===== src/rtl/proc_pkg.sv =====
// Shared types and constants for the 10-bit processor datapath and sequencer.
package proc_pkg;

    localparam int unsigned DATA_W  = 10;
    localparam int unsigned RADDR_W = 2;
    localparam int unsigned OPC_W   = 4;
    localparam int unsigned ALU_W   = 3;
    localparam int unsigned STEP_W  = 2;

    // Instruction word fields: opcode | Rx | Ry | spare (immediate low bits for ADDI)
    localparam int unsigned OPC_MSB = 9;
    localparam int unsigned OPC_LSB = 6;
    localparam int unsigned RX_MSB  = 5;
    localparam int unsigned RX_LSB  = 4;
    localparam int unsigned RY_MSB  = 3;
    localparam int unsigned RY_LSB  = 2;
    localparam int unsigned IMM_MSB = 3;
    localparam int unsigned IMM_LSB = 0;
    localparam int unsigned IMM_W   = IMM_MSB - IMM_LSB + 1;

    typedef enum logic [OPC_W-1:0] {
        OP_LOAD = 4'b0000,
        OP_COPY = 4'b0001,
        OP_ADD  = 4'b0010,
        OP_SUB  = 4'b0011,
        OP_INV  = 4'b0100,
        OP_AND  = 4'b0101,
        OP_OR   = 4'b0110,
        OP_XOR  = 4'b0111,
        OP_ADDI = 4'b1000
    } opcode_e;

    typedef enum logic [ALU_W-1:0] {
        ALU_ADD = 3'b000,
        ALU_SUB = 3'b001,
        ALU_INV = 3'b010,
        ALU_AND = 3'b011,
        ALU_OR  = 3'b100,
        ALU_XOR = 3'b101
    } alu_op_e;

    typedef enum logic [STEP_W-1:0] {
        T0 = 2'd0,
        T1 = 2'd1,
        T2 = 2'd2,
        T3 = 2'd3
    } step_e;

    // ALU select for the two-operand register ops
    function automatic alu_op_e alu_of(input opcode_e op);
        alu_op_e sel;
        sel = ALU_ADD;
        case (op)
            OP_ADD:  sel = ALU_ADD;
            OP_SUB:  sel = ALU_SUB;
            OP_AND:  sel = ALU_AND;
            OP_OR:   sel = ALU_OR;
            OP_XOR:  sel = ALU_XOR;
            default: sel = ALU_ADD;
        endcase
        return sel;
    endfunction

endpackage


===== src/rtl/step_counter.sv =====
// Two-bit timestep counter with synchronous clear (priority) and count enable.
module step_counter
    import proc_pkg::*;
(
    input  logic              clk,
    input  logic              clear,
    input  logic              enable,
    output logic [STEP_W-1:0] count
);

    always_ff @(posedge clk) begin
        if (clear) begin
            count <= '0;
        end else if (enable) begin
            count <= count + 1'b1;
        end
    end

endmodule


===== src/rtl/step_sequencer.sv =====
// Instruction sequencer: latches IR on EXEC in T0, then decodes TIME/IR into bus strobes.
// Build option: define SEQ_ADDI_EN to execute opcode 1000 as ADDI (otherwise it is illegal).
module step_sequencer
    import proc_pkg::*;
(
    input  logic               CLK,
    input  logic               RST,
    input  logic               EXEC,
    input  logic [DATA_W-1:0]  DIN,
    output logic [DATA_W-1:0]  IR_Q,
    output logic [STEP_W-1:0]  TIME,
    output logic               DONE,
    output logic               EXT_OE,
    output logic               IMM_OE,
    output logic [DATA_W-1:0]  IMM,
    output logic               RF_OE,
    output logic [RADDR_W-1:0] RF_RADDR,
    output logic               RF_WE,
    output logic [RADDR_W-1:0] RF_WADDR,
    output logic               A_LD,
    output logic               G_LD,
    output logic               G_OE,
    output logic [ALU_W-1:0]   ALU_OP
);

    logic [DATA_W-1:0]  ir;
    logic [STEP_W-1:0]  step_cnt;
    step_e              step;
    opcode_e            opcode;
    logic [RADDR_W-1:0] rx;
    logic [RADDR_W-1:0] ry;
    logic               fetch;
    logic               busy;

    logic               done;
    logic               ext_oe;
    logic               imm_oe;
    logic               rf_oe;
    logic               rf_we;
    logic               a_ld;
    logic               g_ld;
    logic               g_oe;
    logic [RADDR_W-1:0] raddr;
    logic [RADDR_W-1:0] waddr;
    alu_op_e            alu_op;

    assign step   = step_e'(step_cnt);
    assign opcode = opcode_e'(ir[OPC_MSB:OPC_LSB]);
    assign rx     = ir[RX_MSB:RX_LSB];
    assign ry     = ir[RY_MSB:RY_LSB];
    assign busy   = (step != T0);
    assign fetch  = (step == T0) && EXEC;

    always_ff @(posedge CLK) begin
        if (RST) begin
            ir <= '0;
        end else if (fetch) begin
            ir <= DIN;
        end
    end

    // DONE in the last step clears the counter so the next edge lands in T0
    step_counter u_step_counter (
        .clk    (CLK),
        .clear  (RST || done),
        .enable (fetch || busy),
        .count  (step_cnt)
    );

    always_comb begin
        done   = 1'b0;
        ext_oe = 1'b0;
        imm_oe = 1'b0;
        rf_oe  = 1'b0;
        rf_we  = 1'b0;
        a_ld   = 1'b0;
        g_ld   = 1'b0;
        g_oe   = 1'b0;
        raddr  = '0;
        waddr  = '0;
        alu_op = ALU_ADD;

        if (!RST) begin
            case (opcode)
                OP_LOAD: begin
                    if (step == T1) begin
                        ext_oe = 1'b1;
                        rf_we  = 1'b1;
                        waddr  = rx;
                        done   = 1'b1;
                    end
                end

                OP_COPY: begin
                    if (step == T1) begin
                        rf_oe = 1'b1;
                        raddr = ry;
                        rf_we = 1'b1;
                        waddr = rx;
                        done  = 1'b1;
                    end
                end

                OP_ADD, OP_SUB, OP_AND, OP_OR, OP_XOR: begin
                    case (step)
                        T1: begin
                            rf_oe = 1'b1;
                            raddr = rx;
                            a_ld  = 1'b1;
                        end
                        T2: begin
                            rf_oe  = 1'b1;
                            raddr  = ry;
                            g_ld   = 1'b1;
                            alu_op = alu_of(opcode);
                        end
                        T3: begin
                            g_oe  = 1'b1;
                            rf_we = 1'b1;
                            waddr = rx;
                            done  = 1'b1;
                        end
                        default: ;
                    endcase
                end

                OP_INV: begin
                    case (step)
                        T1: begin
                            rf_oe  = 1'b1;
                            raddr  = ry;
                            g_ld   = 1'b1;
                            alu_op = ALU_INV;
                        end
                        T2: begin
                            g_oe  = 1'b1;
                            rf_we = 1'b1;
                            waddr = rx;
                            done  = 1'b1;
                        end
                        default: ;
                    endcase
                end

`ifdef SEQ_ADDI_EN
                OP_ADDI: begin
                    case (step)
                        T1: begin
                            rf_oe = 1'b1;
                            raddr = rx;
                            a_ld  = 1'b1;
                        end
                        T2: begin
                            imm_oe = 1'b1;
                            g_ld   = 1'b1;
                            alu_op = ALU_ADD;
                        end
                        T3: begin
                            g_oe  = 1'b1;
                            rf_we = 1'b1;
                            waddr = rx;
                            done  = 1'b1;
                        end
                        default: ;
                    endcase
                end
`endif

                default: begin
                    // Illegal opcodes retire in T1 with no bus or register activity
                    if (step == T1) begin
                        done = 1'b1;
                    end
                end
            endcase
        end
    end

`ifdef SEQ_ADDI_EN
    assign IMM = {{(DATA_W-IMM_W){1'b0}}, ir[IMM_MSB:IMM_LSB]};
`else
    assign IMM = '0;
`endif

    assign IR_Q     = ir;
    assign TIME     = step_cnt;
    assign DONE     = done;
    assign EXT_OE   = ext_oe;
    assign IMM_OE   = imm_oe;
    assign RF_OE    = rf_oe;
    assign RF_RADDR = raddr;
    assign RF_WE    = rf_we;
    assign RF_WADDR = waddr;
    assign A_LD     = a_ld;
    assign G_LD     = g_ld;
    assign G_OE     = g_oe;
    assign ALU_OP   = alu_op;

endmodule


===== config.mk =====
export PLATFORM = sky130hd
export DESIGN_NAME = step_sequencer
export DESIGN_NICKNAME = d
export VERILOG_FILES = /design/src/rtl/proc_pkg.sv /design/src/rtl/step_counter.sv /design/src/rtl/step_sequencer.sv
export SDC_FILE = /design/constraint.sdc
export NUM_CORES = 1
export LEC_CHECK = 0
export CORE_ASPECT_RATIO = 1.5
export CORE_MARGIN = 2
export CORE_UTILIZATION = 37
export DETAILED_ROUTE_END_ITERATION = 7
export PLACE_DENSITY = 0.78
export SKIP_LAST_GASP = 1
export SLEW_MARGIN = 20
export SYNTH_ARGS = -nofsm -noshare
export SYNTH_HDL_FRONTEND = slang
export SYNTH_SLANG_ARGS = --single-unit

===== constraint.sdc =====
create_clock -name CLK -period 1.95 [get_ports CLK]
set_clock_uncertainty 0.05 [all_clocks]
set_input_delay 0.195 -clock CLK [delete_from_list [all_inputs] [get_ports CLK]]
set_output_delay 0.195 -clock CLK [all_outputs]
set_load 0.01 [all_outputs]

After elaboration in Yosys (flattened, before gate mapping)
Cells that the tools add are included.
{"block": "word_totals", "latch_bits": 0, "output_inout_bits": 37, "wordCells": 55, "n_memories": 0, "ram_bits": 0, "register_bits": 12, "romBits": 0, "input_bits": 13}
{"block": "op_classes", "n_eq_ne": 10, "bitwise": 0, "n_reduce_logical": 10, "magnitude_cmp": 0, "n_mux": 32, "n_addsub": 1, "n_mul": 0, "div": 0, "n_shift": 0}
{"op": "4-bit by 3-bit == test with 1-bit output, second input constant", "n": 4}
{"op": "2-bit 2-to-1 mux", "n": 7}
{"op": "1-bit 2-to-1 mux", "n": 13}
{"op": "3-bit one-hot mux with 4 select lines", "n": 1}
{"op": "4-bit by 2-bit == test with 1-bit output, second input constant", "n": 2}
{"op": "1-bit one-hot mux with 2 select lines", "n": 4}
{"op": "2-bit one-hot mux with 2 select lines", "n": 2}
{"op": "3-bit 2-to-1 mux", "n": 2}
{"op": "2-bit one-hot mux with 3 select lines", "n": 1}
{"op": "3-bit one-hot mux with 2 select lines", "n": 1}
{"op": "2-bit OR reduction", "n": 3}
{"op": "5-bit OR reduction", "n": 1}
{"op": "2-bit == test, second input constant", "n": 2}
{"op": "4-bit by 1-bit == test with 1-bit output, second input constant", "n": 1}
{"op": "4-bit logical NOT", "n": 1}
{"op": "1-bit one-hot mux with 3 select lines", "n": 1}
{"op": "2-bit by 1-bit adder with 2-bit output, second input constant", "n": 1}
{"op": "2-bit by 1-bit == test with 1-bit output, second input constant", "n": 1}
{"op": "2-bit logical NOT", "n": 1}
{"op": "1-bit logical OR", "n": 2}
{"op": "2-bit nonzero test", "n": 1}
{"op": "1-bit logical AND", "n": 1}

Logic depth before layout (Yosys ltp)
Gate-level depths: netlist of the first run.
{"block": "logic_depth", "depth_word": 5, "ltp_mapped": 6}

Modules after synthesis
A second synthesis of the first run with hierarchy kept.
{"block": "hier_totals", "cells_unflattened": 117, "hier_area_um2": 845.8}
{"mod": "step_sequencer", "area_each_um2": 767.0, "n_inst": 1, "cells_each": 110}
{"mod": "step_counter", "area_each_um2": 78.8, "n_inst": 1, "cells_each": 7}

Worst setup path after synthesis of the first run
No wires, ideal clock.
{"block": "synth_timing", "path_kind": "flip-flop to output port", "from": "register u_step_counter.count[0]", "to": "output RF_WADDR[0]", "path_stages_with_launch": 7, "required_ps": 1705, "arrival_time_ps": 1383, "slack_ps": 322, "path_buffers": 0, "path_cell_list": "dfxtp_1 -> inv_1 -> ha_1 -> nor2_1 -> a21oi_1 -> o221a_2 -> and2_1"}
{"block": "synth_via", "elab_chain_cells": 4, "elab_cells_between_ends": 8}
{"item": "start, declared", "line": "step_counter.sv:8", "source": "output logic [STEP_W-1:0] count"}
{"item": "start signal, assigned", "line": "step_counter.sv:15", "source": "count <= count + 1'b1;"}
{"item": "2-bit == test, or another cell as far along", "line": "step_sequencer.sv:128", "source": "case (step)"}
{"item": "2-bit 2-to-1 mux, on equally long branches"}
{"item": "2-bit one-hot mux with 3 select lines (*)", "line": "step_sequencer.sv:84", "source": "case (opcode)"}
{"item": "2-bit 2-to-1 mux (*)", "line": "step_sequencer.sv:83", "source": "if (!RST) begin"}
{"item": "end, declared", "line": "step_sequencer.sv:19", "source": "output logic [RADDR_W-1:0] RF_WADDR,"}
Mark *: on every way between the ends. The rest lies on a longest branch, timed or not.

Worst setup path in the final report of the first run
{"block": "layout_timing", "from": "register u_step_counter.count[0]", "to": "output RF_RADDR[1]"}
{"block": "layout_via", "elab_chain_cells": 4, "elab_cells_between_ends": 6}
{"item": "2-bit == test / 2-bit by 1-bit == test with 1-bit output (equally long branches)", "line": "step_sequencer.sv:105, step_sequencer.sv:95, step_sequencer.sv:128"}
{"item": "2-bit one-hot mux with 2 select lines / 2-bit 2-to-1 mux (equally long branches)", "line": "step_sequencer.sv:105, step_sequencer.sv:95, step_sequencer.sv:128"}
{"item": "2-bit one-hot mux with 2 select lines (*)", "line": "step_sequencer.sv:84"}
{"item": "2-bit 2-to-1 mux (*)", "line": "step_sequencer.sv:83"}
{"item": "end, declared", "line": "step_sequencer.sv:17", "source": "output logic [RADDR_W-1:0] RF_RADDR,"}
Marks and branches as above.

==> qor.csv, run 1 <==
stage,metric,value,unit
floorplan,Chip Height,63.5,µm
cells_and_area,storage element area,251,µm²
synth,Cells after Synth,116,
clock_tree,htree depth,1,
placed_design,GP Congestion,0.786,
timing,final hold violation count,0,
setup_path,Crit-path slowest cell,dfxtp_4,
timing,Final Setup Violations,0,
synth,synth top area cells,"dfxtp_1 (28%), nand2_1 (11%), buf_4 (10%), a21oi_1 (7.4%), ha_1 (5.7%)",
setup_path,CP required,1.70,ns
run_status,status,finished clean,
setup_path,Worst Setup EP,RF_RADDR[1],
synth,most common library cells after synthesis,"nand2_1 (26), a21oi_1 (13), buf_4 (12), dfxtp_1 (12), nor2_1 (8)",
cells_and_area,layout cell share with drive strength beyond 1,25.3,%
cells_and_area,synthesis-to-finish area growth,58.7,%
clock_tree,TritonCTS clock tree,done,
synth,Post-Syn Area,873,µm²
setup_path,Reg2Reg Capture Point,u_step_counter.count[1]$_SDFFE_PP0P_,
clock_tree,clock latency on the worst-skew pair,0.27,ns
setup_path,R2R Setup Slk,0.52,ns
placed_design,DP Cell Count,184,
floorplan,IO Count,50,
setup_path,RR Startpoint,u_step_counter.count[0]$_SDFFE_PP0P_,
global_routing,first-pass GRT wire length,4.32,mm
synth,Synth Register Bits,12,
drt,DRT antenna net count,0,
timing,"Slew Viols, Final",0,
setup_path,Crit. End Element,output pin,
floorplan,die width,43.7,µm
synth,Post-synth EDFFs,0,
synth,register area share after synthesis,27.5,%
timing,RSZ-0062 raised after global routing,true,
cells_and_area,post-route insts no fill,189,
timing,Final min period,1.94,ns
job,Max-cap violations,0,
setup_path,crit path DAT,1.70,ns
setup_path,Worst path max stage delay,0.37,ns
cells_and_area,Fill cells,199,
synth,Synth Flop Type,dfxtp_1,
clock_tree,Worst-path clk slew,0.08,ns
synth,Yosys warning count,0,
global_routing,initial antenna violation count,0,
setup_path,Critical Path Start,u_step_counter.count[0]$_SDFFE_PP0P_,
setup_path,worst r2r path cells,6,
setup_path,critical path type,reg2out,
placed_design,DPL Wire Length,1.97,mm
worst_hold_path,HP Class,in2reg,
timing,Hold WS,0.410,ns
placed_design,port bufs,38,
synth,"count leader, synth",nand2_1,
power,peak supply drop,0.793,mV
floorplan,CORE AREA,2230,µm²
drt,Vias/cell,5.21,
cells_and_area,nets@finish,184,
clock_tree,CTS Buf Count,3,
clock_tree,CTS max path bufs,2,
cells_and_area,Multi-input gate area,598,µm²
global_routing,Global Route Usage Sum,19.8,%
floorplan,Initial Utilization,39.1,%
global_routing,largest net degree at the start of global routing,14,
setup_path,crit-path cells,inv_2 > ha_4 > buf_4 > nand4b_1 > o31ai_2 > a32o_1 > clkdlybuf4s15_1,
cells_and_area,n_diodes,0,
setup_path,Setup crit start kind,flip-flop,
synth,top cell type's share of synthesized area,27.5,%
power,Pwr per Cell Area,1070,nW/µm²
timing,Tcrit/Tclk final,99.6,%
synth,asr flop ratio synth,0,%
drt,1st-pass router iterations,4,
timing,post-route setup TNS,0,ns
synth,Syn Area/Cell,7.53,µm²
setup_path,crit-path max FO,4,
clock_tree,root buffer cell,clkbuf_4,
drt,initial detailed-routing violation count,23,
cells_and_area,Final Util,62.1,%
power,static leakage,0.000600,µW
synth,synth unique cells,32,
timing,highest clock rate,0.515,GHz
floorplan,Die ar.,2770,µm²
synth,Synth area leader,dfxtp_1,
global_routing,grt total ovfl,0,
floorplan,# rows,21,
drt,routed len/inst,13.5,µm
drt,via count,985,
drt,final WL,2.55,mm
global_routing,number of global-route vias before repair,969,
clock_tree,clock sink total,12,
drt,drc violations,0,
[per-stage QoR]
stage | setup slack [ns] | area (µm²) | total power [µW]
finish | 0.00746 | 1390 | 1480
global route | -0.0845 | 1390 | 1600
CTS | -0.0670 | 1380 | 1460
detailed placement | -0.122 | 1310 | 1170
global placement | -0.0969 | 1310 | 1140
floorplan | 0.322 | 911 | 814
[timing repair]
item,in CTS,in global routing
setup endpoints to repair,13,9
hold buffers,0,0
pin swaps,1,1
buffers inserted,0,1
gates resized for setup,30,9
[kinds of logic after synthesis]
group / Yosys count / share of synthesized area, %
flip-flops: 12 / 27.5
multiplexers: 1 / 1.15
AO/OA/AOI/OAI: 25 / 19.5
XOR/XNOR: 2 / 2.01
buffers and inverters: 19 / 14.5
other: 1 / 0.429
adder cells (fa/ha/maj): 4 / 5.73
AND/OR/NAND/NOR: 52 / 29.2
[placed cells by master, fill, tap and decap left out, types with 2 or more instances in the layout]
| master | n |
|---|---|
| clkbuf_4 | 3 |
| nor2_1 | 7 |
| nor3_1 | 3 |
| o21ai_1 | 2 |
| nand4b_1 | 2 |
| inv_2 | 2 |
| buf_4 | 15 |
| dfxtp_4 | 2 |
| a21oi_1 | 13 |
| xnor2_1 | 2 |
| a32o_1 | 2 |
| and3_1 | 2 |
| nand2_1 | 26 |
| dfxtp_2 | 3 |
| conb_1 | 11 |
| dlygate4sd2_1 | 7 |
| and2_1 | 3 |
| ha_4 | 3 |
| dfxtp_1 | 7 |
| clkbuf_2 | 3 |
| clkdlybuf4s50_1 | 26 |
| nand2b_1 | 2 |
[state kept, by name, summed over array words and instances (netlist names)]
name                  cells
u_step_counter.count      2
IR_Q                     10
[report_power, final]
part           total, µW  switching (µW)  internal [µW]
clock network        198            84.3            113
logic                903             445            458
registers            383            72.0            311
[worst min-delay path by stage]
stage,startpoint,endpoint,slack [ns],cells past startpoint
final,DIN[0],IR_Q[0]$_SDFFE_PP0P_,0.41,3
after floorplan,RST,u_step_counter.count[0]$_SDFFE_PP0P_,0.22,1
after CTS,DIN[0],IR_Q[0]$_SDFFE_PP0P_,0.41,3
after global placement,IR_Q[1]$_SDFFE_PP0P_,IR_Q[1]$_SDFFE_PP0P_,0.40,2
after global routing,DIN[6],IR_Q[6]$_SDFFE_PP0P_,0.41,3
after detailed placement,IR_Q[0]$_SDFFE_PP0P_,IR_Q[0]$_SDFFE_PP0P_,0.41,2
[area by class of cell]
type | count | share of cell area [%]
Timing Repair Buffer | 53 | 33.5
Inverter | 2 | 0.542
Tap cell | 23 | 2.08
Clock buffer | 4 | 2.62
Sequential cell | 12 | 18.1
Multi-Input combinational cell | 95 | 43.1
[worst max-delay path, delay by kind of cell, from the launching register on]
kind	cells	cell delay, ns
AOI/OAI and AO/OA	2	0.35
adders and majority gates	1	0.17
buffers and inverters	3	0.42
DFF	1	0.37
and+or+nand+nor	1	0.11
[layer usage]
layer / routed length, µm / part of all wire (%) / track usage (%)
met5: 0 / 0 / 0
met1: 1010 / 40 / 24.8
met4: 53 / 2.1 / 8.33
met3: 175 / 6.9 / 3.44
met2: 1310 / 51 / 32.2
(Power assumes the default switching activity.)
==> inputs of run 2 (changes only) <==
--- a/config.mk
+++ b/config.mk
@@ -9,7 +9,8 @@
 export CORE_MARGIN = 2
 export CORE_UTILIZATION = 37
 export DETAILED_ROUTE_END_ITERATION = 7
-export PLACE_DENSITY = 0.78
+export PLACE_DENSITY_LB_ADDON = 0.08
+export REMOVE_ABC_BUFFERS = 1
 export SKIP_LAST_GASP = 1
 export SLEW_MARGIN = 20
 export SYNTH_ARGS = -nofsm -noshare
==> run 2 against run 1 <==
Net effect: clock power is 27% lower; clock-buffer cell count is 1 lower; combinational power is 3.8% higher; first-iteration DRC count is 52% lower; register-to-register slack better by 0.03 ns; sequential power is 2% higher; largest cell class unchanged; highest routed layer unchanged.
==> qor.csv, run 2 (synthesis gave the netlist of run 1 again) <==
stage,metric,value,unit,change
run_status,status,finished clean,,
clock_tree,htree depth,1,,unchanged
worst_hold_path,hold wc startpoint,IR_Q[0]$_SDFFE_PP0P_,,
floorplan,Initial Utilization,39.1,%,unchanged
timing,Tcrit/Tclk final,98.9,%,-0.74 points
floorplan,die width,43.7,µm,unchanged
setup_path,Critical Path Start,u_step_counter.count[0]$_SDFFE_PP0P_,,
clock_tree,CTS Buf Count,3,,unchanged
cells_and_area,most frequent cells in the layout,"nand2_1 (26), clkdlybuf4s50_1 (25), buf_4 (20)",,
global_routing,GR Util met3,0.860,%,-2.6 points
power,Comb pwr share,63.6,%,+2.8 points
floorplan,# rows,21,,unchanged
setup_path,crit path DAT,1.68,ns,-0.02 ns
floorplan,CORE AREA,2230,µm²,unchanged
job,Max-cap violations,0,,unchanged
cells_and_area,n_diodes,0,,unchanged
cells_and_area,max reg flops,10,,unchanged
timing,"Slew Viols, Final",0,,unchanged
timing,Final min period,1.93,ns,-0.0145 ns
timing,RSZ-0062 raised after global routing,true,,
placed_design,Worst Setup Slack post-DPL,-0.135,ns,-0.0130 ns
setup_path,crit-path max FO,5,,+1
timing,final worst slack,0.0220,ns,+0.0145 ns
global_routing,met1 Usage GRT,23.8,%,-1.1 points
clock_tree,Worst-path clk slew,0.06,ns,-0.02 ns
power,peak supply drop,0.663,mV,-16%
placed_design,port bufs,38,,unchanged
cells_and_area,"Design Area, Final",1450,µm²,+4.4%
clock_tree,TritonCTS clock tree,done,,
placed_design,placed cell areas,1340,µm²,+2.3%
drt,1st-pass router iterations,5,,+1
global_routing,first-pass GRT wire length,4.03,mm,-6.7%
global_routing,most used routing layer,met2,,
global_routing,Global Route Usage Sum,18.4,%,-1.4 points
timing,final hold violation count,0,,unchanged
clock_tree,root buffer cell,clkbuf_4,,
floorplan,IO Count,50,,unchanged
drt,initial detailed-routing violation count,11,,-52%
floorplan,Die ar.,2770,µm²,unchanged
floorplan,Chip Height,63.5,µm,unchanged
timing,highest clock rate,0.519,GHz,+0.75%
setup_path,critical path type,reg2out,,
power,Pwr per Cell Area,1020,nW/µm²,-4.9%
timing,Final Setup Violations,0,,unchanged
cells_and_area,Final Util,64.8,%,+2.7 points
drt,DRT antenna net count,0,,unchanged
worst_hold_path,HP Class,reg2reg,,
placed_design,GP Congestion,0.799,,+1.6%
power,Pint,881,µW,-0.15%
cells_and_area,nets@finish,190,,+3.3%
cells_and_area,"commonest non-fill, non-tap cell in the layout",nand2_1,,
global_routing,largest net degree at the start of global routing,11,,-3
placed_design,DPL Wire Length,1.82,mm,-7.5%
setup_path,Crit. End Element,output pin,,
global_routing,GR Util met2,29.4,%,-2.8 points
cells_and_area,synthesis-to-finish area growth,65.8,%,
power,clock network power share,9.8,%,-3.5 points
clock_tree,CTS max path bufs,2,,unchanged
global_routing,number of global-route vias before repair,949,,-2.1%
power,sequential share of power,26.6,%,+0.8 points
global_routing,grt total ovfl,0,,unchanged
setup_path,Setup crit start kind,flip-flop,,
power,NetSw,593,µW,-1.5%
power,Tot Pwr,1470,µW,-0.68%
drt,final WL,2.35,mm,-7.8%
drt,Vias/cell,5.06,,-3.0%
drt,drc violations,0,,unchanged
global_routing,initial antenna violation count,0,,unchanged
setup_path,RR Startpoint,u_step_counter.count[0]$_SDFFE_PP0P_,,
power,Switching Fraction,40.2,%,-0.32 points
power,static leakage,0.000644,µW,+7.3%
cells_and_area,layout cell share with drive strength beyond 1,28.7,%,+3.4 points
clock_tree,clock latency on the worst-skew pair,0.26,ns,about the same
setup_path,CP required,1.70,ns,about the same
drt,via count,981,,-0.41%
clock_tree,hold_buf cts,0,,unchanged
clock_tree,clock sink total,12,,unchanged
drt,routed len/inst,12.1,µm,-10%
run 2: final cells by class:
class | instances | area, µm²
Clock buffer | 3 | 22.5
Fill cell | 198 | 786
Inverter | 2 | 10.0
Multi-Input combinational cell | 95 | 614
Sequential cell | 12 | 254
Tap cell | 23 | 28.8
Timing Repair Buffer | 59 | 518
run 2: through the flow:
| stage | instances | TNS [ns] | hold slack (ns) |
|---|---|---|---|
| final | 194 | 0 | 0.409 |
| after CTS | 194 | -0.179 | 0.413 |
| after global placement | 188 | -0.449 | 0.395 |
| after detailed placement | 188 | -0.693 | 0.402 |
| after floorplan | 109 | 0 | 0.214 |
| after global routing | 194 | -0.240 | 0.433 |
run 2: timing repair:
action | 4_1_cts | 5_1_grt
cloned | 0 | 0
gates resized for setup | 33 | 16
setup endpoints to repair | 14 | 10
setup buffers | 3 | 1
pin swaps | 4 | 6
run 2: power by group through the flow:
stage	sequential, µW	clock, µW	combinational, µW
3_3_place_gp	367	0	803
6_report	392	144	937
4_1_cts	388	151	906
2_1_floorplan	402	0	371
5_1_grt	403	161	1030
3_5_place_dp	367	0	813
run 2: worst paths after layout:
kind	slack, ns	cells past startpoint	endpoint
setup / recovery	0.02	7	RF_RADDR[1]
setup reg to reg	0.55	7	u_step_counter.count[0]$_SDFFE_PP0P_
hold reg to reg	0.41	2	IR_Q[0]$_SDFFE_PP0P_
hold / removal	0.41	2	IR_Q[0]$_SDFFE_PP0P_
run 2: layer usage:
layer / share of wire, % / vias to the layer above
met3: 5.1 / 14
met4: 3.7 / 0
met5: 0 / -
li1: - / 487
met1: 39 / 436
met2: 52 / 44
run 2: worst max-delay path, cell delays in order, from the launching register on:
cell      delay, ns
dfxtp_4        0.37
inv_2          0.06
ha_4           0.26
nand4b_1       0.13
o31ai_4        0.09
buf_4          0.14
a32o_1         0.24
clkbuf_2       0.13
==> inputs of run 3 (changes only) <==
--- a/config.mk
+++ b/config.mk
@@ -9,7 +9,7 @@
 export CORE_MARGIN = 2
 export CORE_UTILIZATION = 37
 export DETAILED_ROUTE_END_ITERATION = 7
-export PLACE_DENSITY_LB_ADDON = 0.08
+export PLACE_DENSITY = 0.8
 export REMOVE_ABC_BUFFERS = 1
 export SKIP_LAST_GASP = 1
 export SLEW_MARGIN = 20
==> run 3 against run 2 <==
Net effect: cell area shrank 4.4%; critical path depth decreased by 1; clock power up 4%; worst setup slack improved by 0.035 ns; clock-buffer cell count unchanged; register-to-register slack worse by 0.05 ns; final cell count is 3.6% lower; sequential share of layout area grew 0.81 points; die area is the same; critical endpoint is now G_OE; largest cell class unchanged; largest power group unchanged; highest routed layer unchanged.
==> qor.csv, run 3 (synthesis gave the netlist of run 1 again) <==
stage,metric,value,unit,change
run_status,status,finished clean,,
cells_and_area,max reg flops,10,,unchanged
floorplan,IO Count,50,,unchanged
power,static leakage,0.000578,µW,-10%
clock_tree,clock latency on the worst-skew pair,0.27,ns,about the same
timing,highest clock rate,0.528,GHz,+1.9%
floorplan,Chip Height,63.5,µm,unchanged
floorplan,die width,43.7,µm,unchanged
global_routing,first-pass GRT wire length,4.35,mm,+8.0%
placed_design,GP Congestion,0.905,,+13%
cells_and_area,nets@finish,183,,-3.7%
placed_design,DP Cell Count,183,,-2.7%
drt,routed len/inst,13.9,µm,+15%
placed_design,DPL Wire Length,1.99,mm,+9.3%
cells_and_area,Final Util,62.0,%,-2.9 points
floorplan,Die ar.,2770,µm²,unchanged
drt,via count,981,,unchanged
setup_path,crit path DAT,1.65,ns,-0.03 ns
setup_path,crit-path max FO,3,,-2
placed_design,port bufs,38,,unchanged
timing,Final min period,1.89,ns,-0.0352 ns
setup_path,critical path type,reg2out,,
setup_path,CP required,1.70,ns,about the same
global_routing,grt total ovfl,0,,unchanged
clock_tree,Worst-path clk slew,0.07,ns,about the same
clock_tree,CTS max path bufs,2,,unchanged
cells_and_area,post-route insts no fill,187,,-3.6%
drt,initial detailed-routing violation count,34,,+23
clock_tree,CTS Buf Count,3,,unchanged
power,peak supply drop,0.755,mV,+14%
clock_tree,clock sink total,12,,unchanged
power,Pwr per Cell Area,1040,nW/µm²,+2.2%
floorplan,CORE AREA,2230,µm²,unchanged
floorplan,# rows,21,,unchanged
drt,final WL,2.60,mm,+11%
timing,"Slew Viols, Final",0,,unchanged
timing,Hold WS,0.415,ns,+0.00583 ns
global_routing,initial antenna violation count,0,,unchanged
global_routing,largest net degree at the start of global routing,14,,+3
job,Max-cap violations,0,,unchanged
clock_tree,hold_buf cts,0,,unchanged
timing,Final Setup Violations,0,,unchanged
timing,Tcrit/Tclk final,97.1,%,-1.8 points
setup_path,Crit. End Element,output pin,,
drt,1st-pass router iterations,4,,-1
timing,post-route setup TNS,0,ns,unchanged
clock_tree,htree depth,1,,unchanged
worst_hold_path,HP Class,reg2reg,,
setup_path,Setup crit start kind,flip-flop,,
floorplan,Initial Utilization,39.1,%,unchanged
cells_and_area,synthesis-to-finish area growth,58.5,%,
cells_and_area,n_diodes,0,,unchanged
drt,DRT antenna net count,0,,unchanged
cells_and_area,most frequent cells in the layout,"nand2_1 (26), clkdlybuf4s50_1 (26), buf_4 (14)",,
timing,final hold violation count,0,,unchanged
clock_tree,root buffer cell,clkbuf_4,,
global_routing,number of global-route vias before repair,1007,,+6.1%
drt,drc violations,0,,unchanged
cells_and_area,layout cell share with drive strength beyond 1,26.2,%,-2.4 points
clock_tree,TritonCTS clock tree,done,,
global_routing,Global Route Usage Sum,20.5,%,+2.1 points
cells_and_area,Fill cells,189,,-4.5%
drt,Vias/cell,5.25,,+3.7%
-- run 3: repair_timing --
item                                    4_1_cts  5_1_grt
resized for setup                            34       13
gates cloned                                  0        0
endpoints found under the setup margin       13        9
pin swaps                                     1        5
buffers inserted                              0        1
-- run 3: stage by stage --
step / worst slack (ns) / total power, µW / instance area (µm²)
floorplan: 0.300 / 773 / 792
global placement: -0.0795 / 1130 / 1300
detailed placement: -0.103 / 1160 / 1300
CTS: -0.0336 / 1420 / 1380
global route: -0.00103 / 1540 / 1380
finish: 0.0572 / 1440 / 1380
-- run 3: worst max-delay path, cell delays in order (launching register included) --
cell	delay, ns
dfxtp_4	0.36
buf_4	0.14
ha_2	0.19
a22oi_2	0.22
buf_4	0.14
nor2_1	0.04
dlygate4sd2_1	0.27
-- run 3: cell type report --
class	instances	area [µm²]	area share, %
inverters	2	10.0	0.723
repair buffers	52	454	32.8
multi-input cells	95	614	44.4
well taps	23	28.8	2.08
clock buffers	3	22.5	1.63
flip-flops and latches	12	254	18.4
-- run 3: final timing paths --
check,from,end,slack (ns),cells after the start
worst max register to register,u_step_counter.count[0]$_SDFFE_PP0P_,u_step_counter.count[0]$_SDFFE_PP0P_,0.50,6
worst max-delay path,u_step_counter.count[0]$_SDFFE_PP0P_,G_OE,0.06,6
worst min register to register,IR_Q[1]$_SDFFE_PP0P_,IR_Q[1]$_SDFFE_PP0P_,0.42,2
worst min-delay path,IR_Q[1]$_SDFFE_PP0P_,IR_Q[1]$_SDFFE_PP0P_,0.42,2
-- run 3: where the power goes --
group          leakage (µW)  internal [µW]  switching, µW
Combinational      0.000463            450            444
Sequential         0.000101            314           81.3
Clock             0.0000138           71.4           78.4
Total              0.000578            836            604
-- run 3: per-layer routing --
metal / share of wire (%) / global-route usage, % / vias to the layer above
met5: 0 / 0 / -
met4: 5.0 / 15.9 / 0
met3: 6.7 / 4.87 / 12
met2: 53 / 34.6 / 54
met1: 36 / 20.3 / 445
li1: - / - / 470
